--- src/rtl/light_on_ctrl.sv ---
// light_on_ctrl: synchronized, debounced push-button toggles a run enable that gates a step-pulse divider; AUTO_OFF_EN adds a step-count timeout.
// Latency: clean btn rise -> on toggles DEBOUNCE_CYCLES+3 edges later; first step STEP_DIV cycles after on rises.
// Backpressure: none; on/step/btn_db are free-running registered outputs with no handshake.
module light_on_ctrl #(
   parameter int unsigned DEBOUNCE_CYCLES = 50000,
   parameter int unsigned STEP_DIV        = 25000000,
   parameter int unsigned TIMEOUT_STEPS   = 16
) (
   input  logic clk,
   input  logic rst,
   input  logic btn,
   output logic on,
   output logic step,
   output logic btn_db
);

   localparam int DB_W  = $clog2(DEBOUNCE_CYCLES + 1);
   localparam int DIV_W = $clog2(STEP_DIV);

   // The counter never holds DEBOUNCE_CYCLES itself: the edge that would reach it accepts the level and clears.
   localparam logic [DB_W-1:0]  DB_LAST  = DB_W'(DEBOUNCE_CYCLES - 1);
   localparam logic [DIV_W-1:0] DIV_LAST = DIV_W'(STEP_DIV - 1);

   typedef enum logic {
      S_OFF = 1'b0,
      S_RUN = 1'b1
   } state_t;

   logic             sync_q1;
   logic             sync_q2;
   logic [DB_W-1:0]  db_cnt;
   logic             btn_db_d;
   logic             press_evt;
   state_t           state;
   logic [DIV_W-1:0] div_cnt;
   logic             div_wrap;
   logic             timeout;

   // Two-flop synchronizer: the only logic that touches the raw button.
   always_ff @(posedge clk) begin
      if (rst) begin
         sync_q1 <= 1'b0;
         sync_q2 <= 1'b0;
      end else begin
         sync_q1 <= btn;
         sync_q2 <= sync_q1;
      end
   end

   // Debounce: count consecutive cycles of disagreement, accept the new level once the count is reached.
   always_ff @(posedge clk) begin
      if (rst) begin
         db_cnt   <= '0;
         btn_db   <= 1'b0;
         btn_db_d <= 1'b0;
      end else begin
         btn_db_d <= btn_db;
         if (sync_q2 == btn_db) begin
            db_cnt <= '0;
         end else if (db_cnt == DB_LAST) begin
            btn_db <= sync_q2;
            db_cnt <= '0;
         end else begin
            db_cnt <= db_cnt + DB_W'(1);
         end
      end
   end

   // A press is the rising edge of the debounced level; releases are ignored.
   assign press_evt = btn_db & ~btn_db_d;
   assign div_wrap  = (div_cnt == DIV_LAST);

`ifdef AUTO_OFF_EN
   localparam logic [7:0] TO_LAST = 8'(TIMEOUT_STEPS - 1);

   logic [7:0] to_cnt;

   // The run ends on the edge after the last permitted step pulse.
   assign timeout = step && (to_cnt == TO_LAST);

   // Count step pulses within a run; held at zero while off so every run starts fresh.
   always_ff @(posedge clk) begin
      if (rst) begin
         to_cnt <= 8'd0;
      end else if (state == S_OFF) begin
         to_cnt <= 8'd0;
      end else if (step) begin
         to_cnt <= to_cnt + 8'd1;
      end
   end
`else
   logic unused_timeout_cfg;

   // Runs end only by a press or reset in this build; the timeout length is folded into a sink.
   assign timeout            = 1'b0;
   assign unused_timeout_cfg = ^TIMEOUT_STEPS;
`endif

   // Control FSM with registered on/step; the divider only runs in RUN and is parked at zero otherwise.
   always_ff @(posedge clk) begin
      if (rst) begin
         state   <= S_OFF;
         on      <= 1'b0;
         step    <= 1'b0;
         div_cnt <= '0;
      end else begin
         case (state)
            S_OFF: begin
               step    <= 1'b0;
               div_cnt <= '0;
               if (press_evt) begin
                  state <= S_RUN;
                  on    <= 1'b1;
               end else begin
                  on    <= 1'b0;
               end
            end
            S_RUN: begin
               // A press coinciding with a timeout still lands in OFF: both leave RUN.
               if (press_evt || timeout) begin
                  state   <= S_OFF;
                  on      <= 1'b0;
                  step    <= 1'b0;
                  div_cnt <= '0;
               end else begin
                  on      <= 1'b1;
                  step    <= div_wrap;
                  div_cnt <= div_wrap ? '0 : div_cnt + DIV_W'(1);
               end
            end
            default: begin
               state   <= S_OFF;
               on      <= 1'b0;
               step    <= 1'b0;
               div_cnt <= '0;
            end
         endcase
      end
   end

endmodule
--- config.mk ---
export PLATFORM = sky130hd
export DESIGN_NAME = light_on_ctrl
export DESIGN_NICKNAME = d
export VERILOG_FILES = /design/src/rtl/light_on_ctrl.sv
export SDC_FILE = /design/constraint.sdc
export NUM_CORES = 1
export LEC_CHECK = 0
export ABC_AREA = 1
export BUFFER_PORTS_ARGS = -buffer_cell sky130_fd_sc_hd__buf_2
export CAP_MARGIN = 20
export CORE_ASPECT_RATIO = 2
export CORE_UTILIZATION = 35
export CTS_BUF_LIST = sky130_fd_sc_hd__clkbuf_2 sky130_fd_sc_hd__clkbuf_4 sky130_fd_sc_hd__clkbuf_8
export DETAILED_ROUTE_END_ITERATION = 12
export GPL_TIMING_DRIVEN = 1
export PLACE_DENSITY_LB_ADDON = 0.25
export SLEW_MARGIN = 20
export SYNTH_ARGS = -nofsm -noshare
export SYNTH_HDL_FRONTEND = slang
export SYNTH_SLANG_ARGS = --single-unit
--- constraint.sdc ---
create_clock -name clk -period 2.43 [get_ports clk]
set_input_delay 0.6075 -clock clk [delete_from_list [all_inputs] [get_ports clk]]
set_output_delay 0.6075 -clock clk [all_outputs]
set_load 0.03 [all_outputs]
==> flow_summary_export.csv, run 1 <==
group,metric,value,unit
status,outcome,"finished clean",
pwr,power,1.30,mW
routing,via_per_inst,4.77,
logic_synthesis,synth_top_flop_cell,"dfxtp_1",
finish,fin_nets,362,
global_routing,grt_max_degree,24,
timing,finalWorstPathRequiredPeriod,1600,ps
logic_synthesis,yosys.area_share.simple,41.6,%
die,die_area,0.00732,mm^2
logic_synthesis,ys_seq_area_share,38.6,%
clock_network,cts_root_buf,"clkbuf_8",
finish,multi_input_area,0.00130,mm^2
finish,antennaDiodeCount,0,
placement,place.gp.congestion,0.881,
setup_path,crit_fanout,16,
clock_network,cts_resized,0,
setup_path,timing.rr.start,"db_cnt[0]",
worst_hold_path,holdPathStages,2,
pwr,p_switching,0.288,mW
pwr,peakVddDrop,0.193,mV
clock_network,h-tree-depth,2,
logic_synthesis,synth-compound-area-share,5.75,%
timing,fin_skew,7.39,ps
timing,setup_viol_count_final,0,
global_routing,antenna_found_initial,0,
die,die_width,61.0,um
routing,drtIter0Drc,61,
pwr,pwr-share-comb,0.7,%
global_routing,grt-ovfl-total,0,
logic_synthesis,synth-seq-cells,47,
logic_synthesis,async_reset_ff_share,0,%
die,die_y,120,um
routing,via_count,2127,
routing,dr.pass1.iters,4,
setup_path,end_kind,"register",
finish,seq_area,941,um^2
timing,fin_crit_sh,66.0,%
clock_network,clock_path_buffers,2,
logic_synthesis,synthesis.nets,353,
logic_synthesis,synth_cells,348,
die,placementRows,42,
clock_network,cts_setup_buffers,0,
pwr,power_frac_seq,59.6,%
pwr,p_int,1.01,mW
routing,ant_nets,0,
logic_synthesis,yosysUniqueCellTypes,31,
die,ioPinCount,6,
die,core,0.00667,mm^2
timing,clock.fmax,624,MHz
logic_synthesis,syn_area,0.00244,mm^2
placement,place_area,0.00252,mm^2
pwr,p_per_area,494,mW/mm^2
timing,rsz0062_at_grt,"no",
pwr,clock_power_share,39.6,%
logic_synthesis,synth_adder_area_share,1.03,%
clock_network,clock_latency,310,ps
worst_hold_path,worstHoldStart,"sync_q1",
placement,io_buffers,5,
finish,final_common_cell,"nand2_1",
placement,dp_slack,832,ps
clock_network,numClockSinks,47,
global_routing,grt_pass1_vias,2132,
global_routing,track_usage,16.8,%
logic_synthesis,synth-xor-area-share,5.03,%
die,initial_core_util,36.5,%
global_routing,grt_pass1_wl,9.09,mm
worst_hold_path,min_to,"sync_q2",
setup_path,reg2reg_depth,6,
clock_network,cts_tree,"done",
finish,final_cell_mix,"nand2_1 (82), nor2_1 (60), dfxtp_1 (47)",
finish,layout-drive-gt1-share,13.7,%
setup_path,critPathRequiredTime,2620,ps
worst_hold_path,min_path_type,"reg -> reg",
setup_path,reg2reg_to,"db_cnt[13]",
clock_network,cts_buffers,5,
finish,area_growth,7.70,%
timing,relSlewSlack,71.5,%
pwr,p_leak,0.767,nW
timing,fin_ws,827,ps
placement,place_hpwl,4.30,mm
pwr,swShare,22.2,%
setup_path,critPathLaunchType,"register",
logic_synthesis,yosysWarnings,0,
clock_network,clkTransAtPathRegs,90,ps
setup_path,cp.arrival,1800,ps
timing,tightest_slew,424,ps
finish,fin_util,39.3,%
routing,wire_per_inst,12.2,um
timing,finalMaxSlewViolations,0,
logic_synthesis,synth-edff-count,0,
timing,setup_tns,0,ps
timing,timing.final.hold_violations,0,
logic_synthesis,post_synth.cell_area_avg,7.00,um^2
setup_path,reg2reg_slack,830,ps
finish,fill_cells,761,
clock_network,cts_hold_buf,0,
routing,drcViolationCount,0,
routing,wl,5.44,mm
job,maxCapViolCount,0,
finish,final_area,0.00262,mm^2
setup_path,setup.worst_path.class,"reg -> reg",
logic_synthesis,yosys-mux-area-fraction,0,%
logic_synthesis,synth_top_family_by_area,"simple AND/OR/NAND/NOR gates",
[worst max path at each step]
stage / from / endpoint / slack [ps] / depth (start not counted)
after floorplan: div_cnt[0] / div_cnt[10] / 1080 / 9
after detailed placement: db_cnt[0] / db_cnt[13] / 830 / 6
final: db_cnt[0] / db_cnt[13] / 830 / 6
after global routing: div_cnt[0] / div_cnt[18] / 650 / 8
after global placement: rst / db_cnt[10] / 840 / 6
after CTS: db_cnt[0] / db_cnt[13] / 810 / 6
[cell families (layout without fill, tap and decap cells)]
group	after synthesis	after routing
AOI/OAI and AO/OA	23	23
DFF	47	47
buffers and inverters	42	52
and+or+nand+nor	220	220
xor gates and xnor gates	14	14
adders and majority gates	2	2
[flip-flops by register name (all words and copies together) (netlist names)]
| signal | count |
|---|---|
| div_cnt | 25 |
| db_cnt | 16 |
| btn_db | 1 |
| btn_db_d | 1 |
| state | 1 |
| step | 1 |
| sync_q1 | 1 |
| sync_q2 | 1 |
[stage by stage]
step / hold WS, ps / instances
3_5_place_dp: 402 / 438
5_1_grt: 454 / 446
3_3_place_gp: 389 / 438
6_report: 414 / 446
2_1_floorplan: 388 / 348
4_1_cts: 416 / 446
[area by class of cell]
| cell class | count | area share, % |
|---|---|---|
| inverter | 39 | 5.63 |
| clock buffer | 6 | 3.15 |
| multi-input combinational | 259 | 49.6 |
| tap | 88 | 4.20 |
| sequential | 47 | 35.9 |
| timing repair buffer | 5 | 0.954 |
| clock inverter | 2 | 0.620 |
[critical path, stage by stage (launching register included)]
cell and delay [ps]:
dfxtp_1 360, ha_1 190, nand3_1 140, nor2_1 270
nand3_1 160, nand2_2 280, nor2_1 80
[cells in the mapped netlist, types with 2 or more instances]
master | count | share of area, %
a21oi_1 | 13 | 2.7
a21oi_2 | 6 | 2.2
dfxtp_1 | 47 | 39
ha_1 | 2 | 1.0
inv_1 | 37 | 5.7
nand2_1 | 82 | 13
nand2_2 | 7 | 1.8
nand3_1 | 24 | 4.9
nand4_1 | 10 | 2.6
nor2_1 | 60 | 9.2
nor2_2 | 11 | 2.8
nor2_4 | 3 | 1.4
nor3_1 | 13 | 2.7
o21ai_0 | 3 | 0.62
or2_2 | 2 | 0.51
xnor2_1 | 7 | 2.5
xor2_1 | 7 | 2.5
[routing by layer]
metal / part of all wire (%) / wire [um] / vias to the layer above / global-route usage (%)
li1: - / - / 1114 / -
met1: 36 / 1950 / 962 / 14.0
met2: 56 / 3040 / 26 / 32.1
met3: 1.5 / 82 / 25 / 2.26
met4: 6.9 / 373 / 0 / 12.9
met5: 0 / 0 / - / 0
[power groups by stage]
| stage | Sequential (mW) | Clock [mW] | Combinational, mW |
|---|---|---|---|
| 6_report | 0.772 | 0.513 | 0.00944 |
| 5_1_grt | 0.773 | 0.561 | 0.0116 |
| 4_1_cts | 0.772 | 0.541 | 0.00977 |
| 3_5_place_dp | 0.790 | 0 | 0.00974 |
| 3_3_place_gp | 0.790 | 0 | 0.00925 |
| 2_1_floorplan | 0.790 | 0 | 0.00618 |
No activity file was read; power rests on OpenSTA's default activity.
==> run 2: changes to the inputs <==
clock period = 1.4 ns   (was 2.43 ns; I/O delays follow)
==> run 2 against run 1 <==
Clock skew shrank 0.72 ps. Sequential share of layout area fell by 5.0 points. Hold slack worse by 190 ps. Worst setup slack worse by 780 ps. Non-clock buffer count grew 33. Wire length increased by 14%. Die area unchanged.
==> flow_summary_export.csv, run 2 (synthesized netlist as in run 1, its figures left out) <==
group,metric,value,unit
setup_path,cp.arrival,1570,ps
timing,finalWorstPathRequiredPeriod,1350,ps
clock_network,h-tree-depth,2,
pwr,p_per_area,773,mW/mm^2
timing,relSlewSlack,80.1,%
finish,top_regs,"div_cnt x25, db_cnt x16",
finish,final_common_cell,"nand2_1",
placement,dp_slack,-10.4,ps
job,maxCapViolCount,0,
setup_path,critical_path.max_stage_delay,360,ps
die,initial_core_util,36.5,%
setup_path,setup.worst_path.class,"reg -> reg",
finish,area_growth,27.0,%
finish,final_cell_mix,"nand2_1 (78), nor2_1 (52), inv_1 (36), dfxtp_1 (36), buf_4 (28)",
timing,setup_viol_count_final,0,
setup_path,end_kind,"register",
die,die_width,61.0,um
global_routing,grt-ovfl-total,0,
pwr,power,2.39,mW
pwr,p_switching,0.508,mW
routing,wire_per_inst,12.9,um
routing,dr.pass1.iters,4,
pwr,peakVddDrop,0.561,mV
setup_path,crit_fanout,7,
die,die_y,120,um
finish,largest_reg_flops,25,
pwr,clock_power_share,43.0,%
routing,wl,6.19,mm
clock_network,clkTransAtPathRegs,90,ps
clock_network,cts_root_buf,"clkbuf_8",
finish,fin_nets,395,
clock_network,clock_latency,320,ps
placement,place_hpwl,4.71,mm
finish,seq_area,955,um^2
die,ioPinCount,6,
routing,drtIter0Drc,86,
global_routing,grt_max_degree,17,
timing,tightest_slew,296,ps
die,die_area,0.00732,mm^2
die,placementRows,42,
placement,dp.cells,467,
timing,clock.fmax,739,MHz
finish,antennaDiodeCount,0,
timing,rsz0062_at_grt,"no",
finish,top_register,"div_cnt",
finish,fill_cells,700,
timing,finalMaxSlewViolations,0,
setup_path,crit_slowest_cell,"dfxtp_2",
routing,drcViolationCount,0,
setup_path,critPathLaunchType,"register",
pwr,pwr-share-comb,1.0,%
setup_path,critPathRequiredTime,1610,ps
timing,fin_crit_sh,96.7,%
global_routing,track_usage,19.0,%
pwr,p_int,1.88,mW
global_routing,grt_pass1_vias,2310,
die,core,0.00667,mm^2
placement,io_buffers,5,
global_routing,antenna_found_initial,0,
timing,timing.final.hold_violations,0,
finish,final_area,0.00309,mm^2
placement,place_area,0.00279,mm^2
finish,multi_input_area,0.00143,mm^2
pwr,p_leak,1.02,nW
clock_network,numClockSinks,47,
pwr,power_frac_seq,56.1,%
finish,layout-drive-gt1-share,29.2,%
status,outcome,"finished clean",
placement,place.gp.congestion,0.866,
clock_network,cts_hold_buf,0,
pwr,swShare,21.3,%
clock_network,clock_path_buffers,2,
finish,stdcell_count,479,
setup_path,path_cells,"ha_4 -> nand3_4 -> inv_4 -> nand2_2 -> nor2_2 -> nand2_2 -> nand2_4 -> clkbuf_16 -> nor2_2",
global_routing,grt_pass1_wl,10.1,mm
timing,fin_skew,6.67,ps
routing,via_count,2286,
routing,via_per_inst,4.77,
routing,ant_nets,0,
clock_network,cts_tree,"done",
clock_network,cts_buffers,5,
timing,fin_ws,46.8,ps
worst_hold_path,min_path_type,"in -> reg",
timing,setup_tns,0,ps
## run 2: cell types whose count changed in the layout (fill, tap and decap cells not counted), sizes merged
| cell | previous run | this run |
|---|---|---|
| buf | 5 | 37 |
| clkinvlp | 1 | 0 |
| inv | 38 | 39 |
| bufinv | 0 | 1 |
## run 2: per-stage QoR
step	hold WS [ps]	util, %
after CTS	215	43.8
after floorplan	388	-
after global placement	392	41.8
after detailed placement	401	41.8
after global routing	215	46.3
final	226	46.3
## run 2: what timing repair did
action                                  4_1_cts  5_1_grt
gates cloned                                  0        1
setup buffers                                 1        2
pin swaps                                     1        9
gates resized for setup                       4       39
hold endpoints to repair                      0        0
endpoints found under the setup margin       39       42
## run 2: final cells by class
cell class / instances / area share [%]
tap: 88 / 3.56
clock inverter: 3 / 1.42
sequential: 47 / 30.9
inverter: 39 / 4.81
timing repair buffer: 38 / 11.0
multi-input combinational: 259 / 46.1
clock buffer: 5 / 2.22
## run 2: final timing paths
| kind | from | endpoint | slack [ps] | depth (start not counted) |
|---|---|---|---|---|
| worst max register to register | div_cnt[1] | div_cnt[9] | 50 | 9 |
| worst max-delay path | div_cnt[1] | div_cnt[9] | 50 | 9 |
| worst min register to register | sync_q1 | sync_q2 | 410 | 2 |
| worst min-delay path | btn | sync_q1 | 230 | 3 |
## run 2: power by group through the flow
| stage | registers, mW | clock network (mW) | logic, mW |
|---|---|---|---|
| global placement | 1.37 | 0 | 0.0231 |
| CTS | 1.34 | 1.07 | 0.0236 |
| global route | 1.34 | 1.13 | 0.0259 |
| detailed placement | 1.37 | 0 | 0.0232 |
| finish | 1.34 | 1.03 | 0.0232 |
| floorplan | 1.37 | 0 | 0.0107 |
## run 2: worst max-delay path, delay by kind of cell (launching register included)
family / cells / cell delay [ps]
fa+ha+maj: 1 / 150
buf+inv: 2 / 250
simple gates: 6 / 490
flops: 1 / 360
## run 2: layer usage
layer,track usage [%],wire length [um],share of wire [%],up-vias
li1,-,-,-,1181
met1,16.7,2120,34,1055
met2,36.1,3670,59,32
met4,11.8,265,4.3,0
met3,3.56,134,2.2,18
met5,0,0,0,-
==> run 3: changes to the inputs <==
--- a/config.mk
+++ b/config.mk
@@ -15,3 +15,3 @@
 export GPL_TIMING_DRIVEN = 1
-export PLACE_DENSITY_LB_ADDON = 0.25
+export PLACE_DENSITY = 0.54
 export SLEW_MARGIN = 20
==> constraint.sdc (replaced) <==
create_clock -name clk -period 1.4 [get_ports clk]
set_input_delay 0.28 -clock clk [delete_from_list [all_inputs] [get_ports clk]]
set_output_delay 0.28 -clock clk [all_outputs]
set_load 0.03 [all_outputs]
==> run 3 against run 2 <==
Hold slack worse by 49 ps. Final cell count decreased by 0.63%. Core utilization decreased by 0.17 points. Final area down 0.36%. Global-route usage decreased by 0.92 points. Worst setup slack lost 6.5 ps. Clock power shrank 20%. Critical path depth unchanged. Non-clock buffer count down 3. Clock skew up 5.4 ps. Critical endpoint is now div_cnt[12]. Largest power group unchanged. Highest routed layer unchanged.
==> flow_summary_export.csv, run 3 (synthesized netlist as in run 1, its figures left out) <==
group,metric,value,unit
global_routing,grt_max_degree,17,
global_routing,grt_pass1_wl,9.41,mm
status,outcome,"finished clean",
routing,ant_nets,0,
timing,timing.final.hold_violations,0,
global_routing,grt-ovfl-total,0,
timing,tightest_slew,306,ps
finish,top_regs,"div_cnt x25, db_cnt x16",
global_routing,track_usage,18.0,%
setup_path,crit_fanout,5,
timing,rsz0062_at_grt,"yes",
timing,setup_tns,0,ps
finish,top_register,"div_cnt",
placement,place.gp.congestion,0.844,
job,maxCapViolCount,0,
timing,relSlewSlack,79.5,%
finish,antennaDiodeCount,0,
timing,finalMaxSlewViolations,0,
routing,via_per_inst,4.82,
placement,dp.cells,464,
global_routing,grt_pass1_vias,2237,
die,core,0.00667,mm^2
finish,area_growth,26.5,%
die,initial_core_util,36.5,%
finish,fin_util,46.2,%
placement,place_area,0.00276,mm^2
finish,stdcell_count,476,
placement,place_hpwl,4.73,mm
setup_path,setup.worst_path.class,"reg -> reg",
setup_path,critPathRequiredTime,1600,ps
global_routing,antenna_found_initial,0,
clock_network,cts_hold_buf,0,
routing,via_count,2295,
pwr,power_frac_seq,61.2,%
timing,fin_skew,12.1,ps
die,die_width,61.0,um
clock_network,cts_buffers,5,
setup_path,cp.arrival,1560,ps
pwr,p_int,1.69,mW
pwr,clock_power_share,37.8,%
clock_network,clock_latency,310,ps
routing,wire_per_inst,13.0,um
pwr,swShare,22.5,%
finish,layout-drive-gt1-share,30.7,%
finish,fin_nets,392,
finish,final_area,0.00308,mm^2
timing,fin_crit_sh,97.1,%
pwr,peakVddDrop,0.498,mV
finish,final_common_cell,"nand2_1",
placement,io_buffers,5,
clock_network,clock_path_buffers,2,
die,ioPinCount,6,
clock_network,numClockSinks,47,
routing,wl,6.17,mm
routing,drtIter0Drc,83,
setup_path,critPathLaunchType,"register",
die,placementRows,42,
pwr,pwr-share-comb,1.0,%
timing,clock.fmax,735,MHz
timing,setup_viol_count_final,0,
die,die_y,120,um
die,die_area,0.00732,mm^2
timing,finalWorstPathRequiredPeriod,1360,ps
setup_path,end_kind,"register",
pwr,p_per_area,709,mW/mm^2
pwr,p_leak,0.965,nW
routing,dr.pass1.iters,4,
worst_hold_path,min_path_type,"in -> reg",
pwr,power,2.18,mW
finish,largest_reg_flops,25,
pwr,p_switching,0.491,mW
finish,final_cell_mix,"nand2_1 (80), nor2_1 (44), dfxtp_1 (37)",
clock_network,cts_root_buf,"clkbuf_8",
routing,drcViolationCount,0,
clock_network,clkTransAtPathRegs,80,ps
clock_network,cts_tree,"done",
clock_network,h-tree-depth,2,
## run 3: worst max-delay path: stages, from the launching register on
cell	delay, ps
dfxtp_2	360
ha_4	150
nand3_4	90
inv_4	90
nand2_2	50
nor2_2	90
nand2_2	80
nand2_4	140
clkbuf_16	170
a21oi_2	30
## run 3: power groups by stage
stage / clock network [mW] / registers, mW / logic (mW)
2_1_floorplan: 0 / 1.37 / 0.0107
3_3_place_gp: 0 / 1.37 / 0.0210
3_5_place_dp: 0 / 1.37 / 0.0214
4_1_cts: 0.869 / 1.34 / 0.0215
5_1_grt: 0.923 / 1.34 / 0.0240
6_report: 0.826 / 1.34 / 0.0212
## run 3: stage by stage
stage	hold WS (ps)	setup WS (ps)
after CTS	165	-0.666
final	177	40.3
after global routing	168	-21.3
after floorplan	351	46.9
after detailed placement	398	-20.5
after global placement	391	14.5
## run 3: what timing repair did
item,4_1_cts,5_1_grt
cloned,0,2
resized for setup,3,52
setup buffers,0,2
pin swaps,0,9
endpoints found under the setup margin,23,42
## run 3: layout make-up
cell class                 count  area (um^2)
clock buffer                   5         68.8
clock inverter                 3         20.0
fill                         716         3590
inverter                      39          149
multi-input combinational    259         1460
sequential                    47          956
tap                           88          110
timing repair buffer          35          323
## run 3: layer usage
layer / global-route usage (%) / wire [um] / up-vias / share of wire [%]
li1: - / - / 1178 / -
met1: 13.8 / 2060 / 1050 / 33
met2: 34.8 / 3540 / 40 / 57
met3: 3.45 / 139 / 27 / 2.3
met4: 14.8 / 434 / 0 / 7.0
met5: 0 / 0 / - / 0
## run 3: final timing paths
kind / to / startpoint / cells past startpoint / slack, ps
min: sync_q1 / btn / 3 / 180
max reg2reg: div_cnt[12] / div_cnt[1] / 9 / 40
max: div_cnt[12] / div_cnt[1] / 9 / 40
min reg2reg: sync_q2 / sync_q1 / 2 / 410
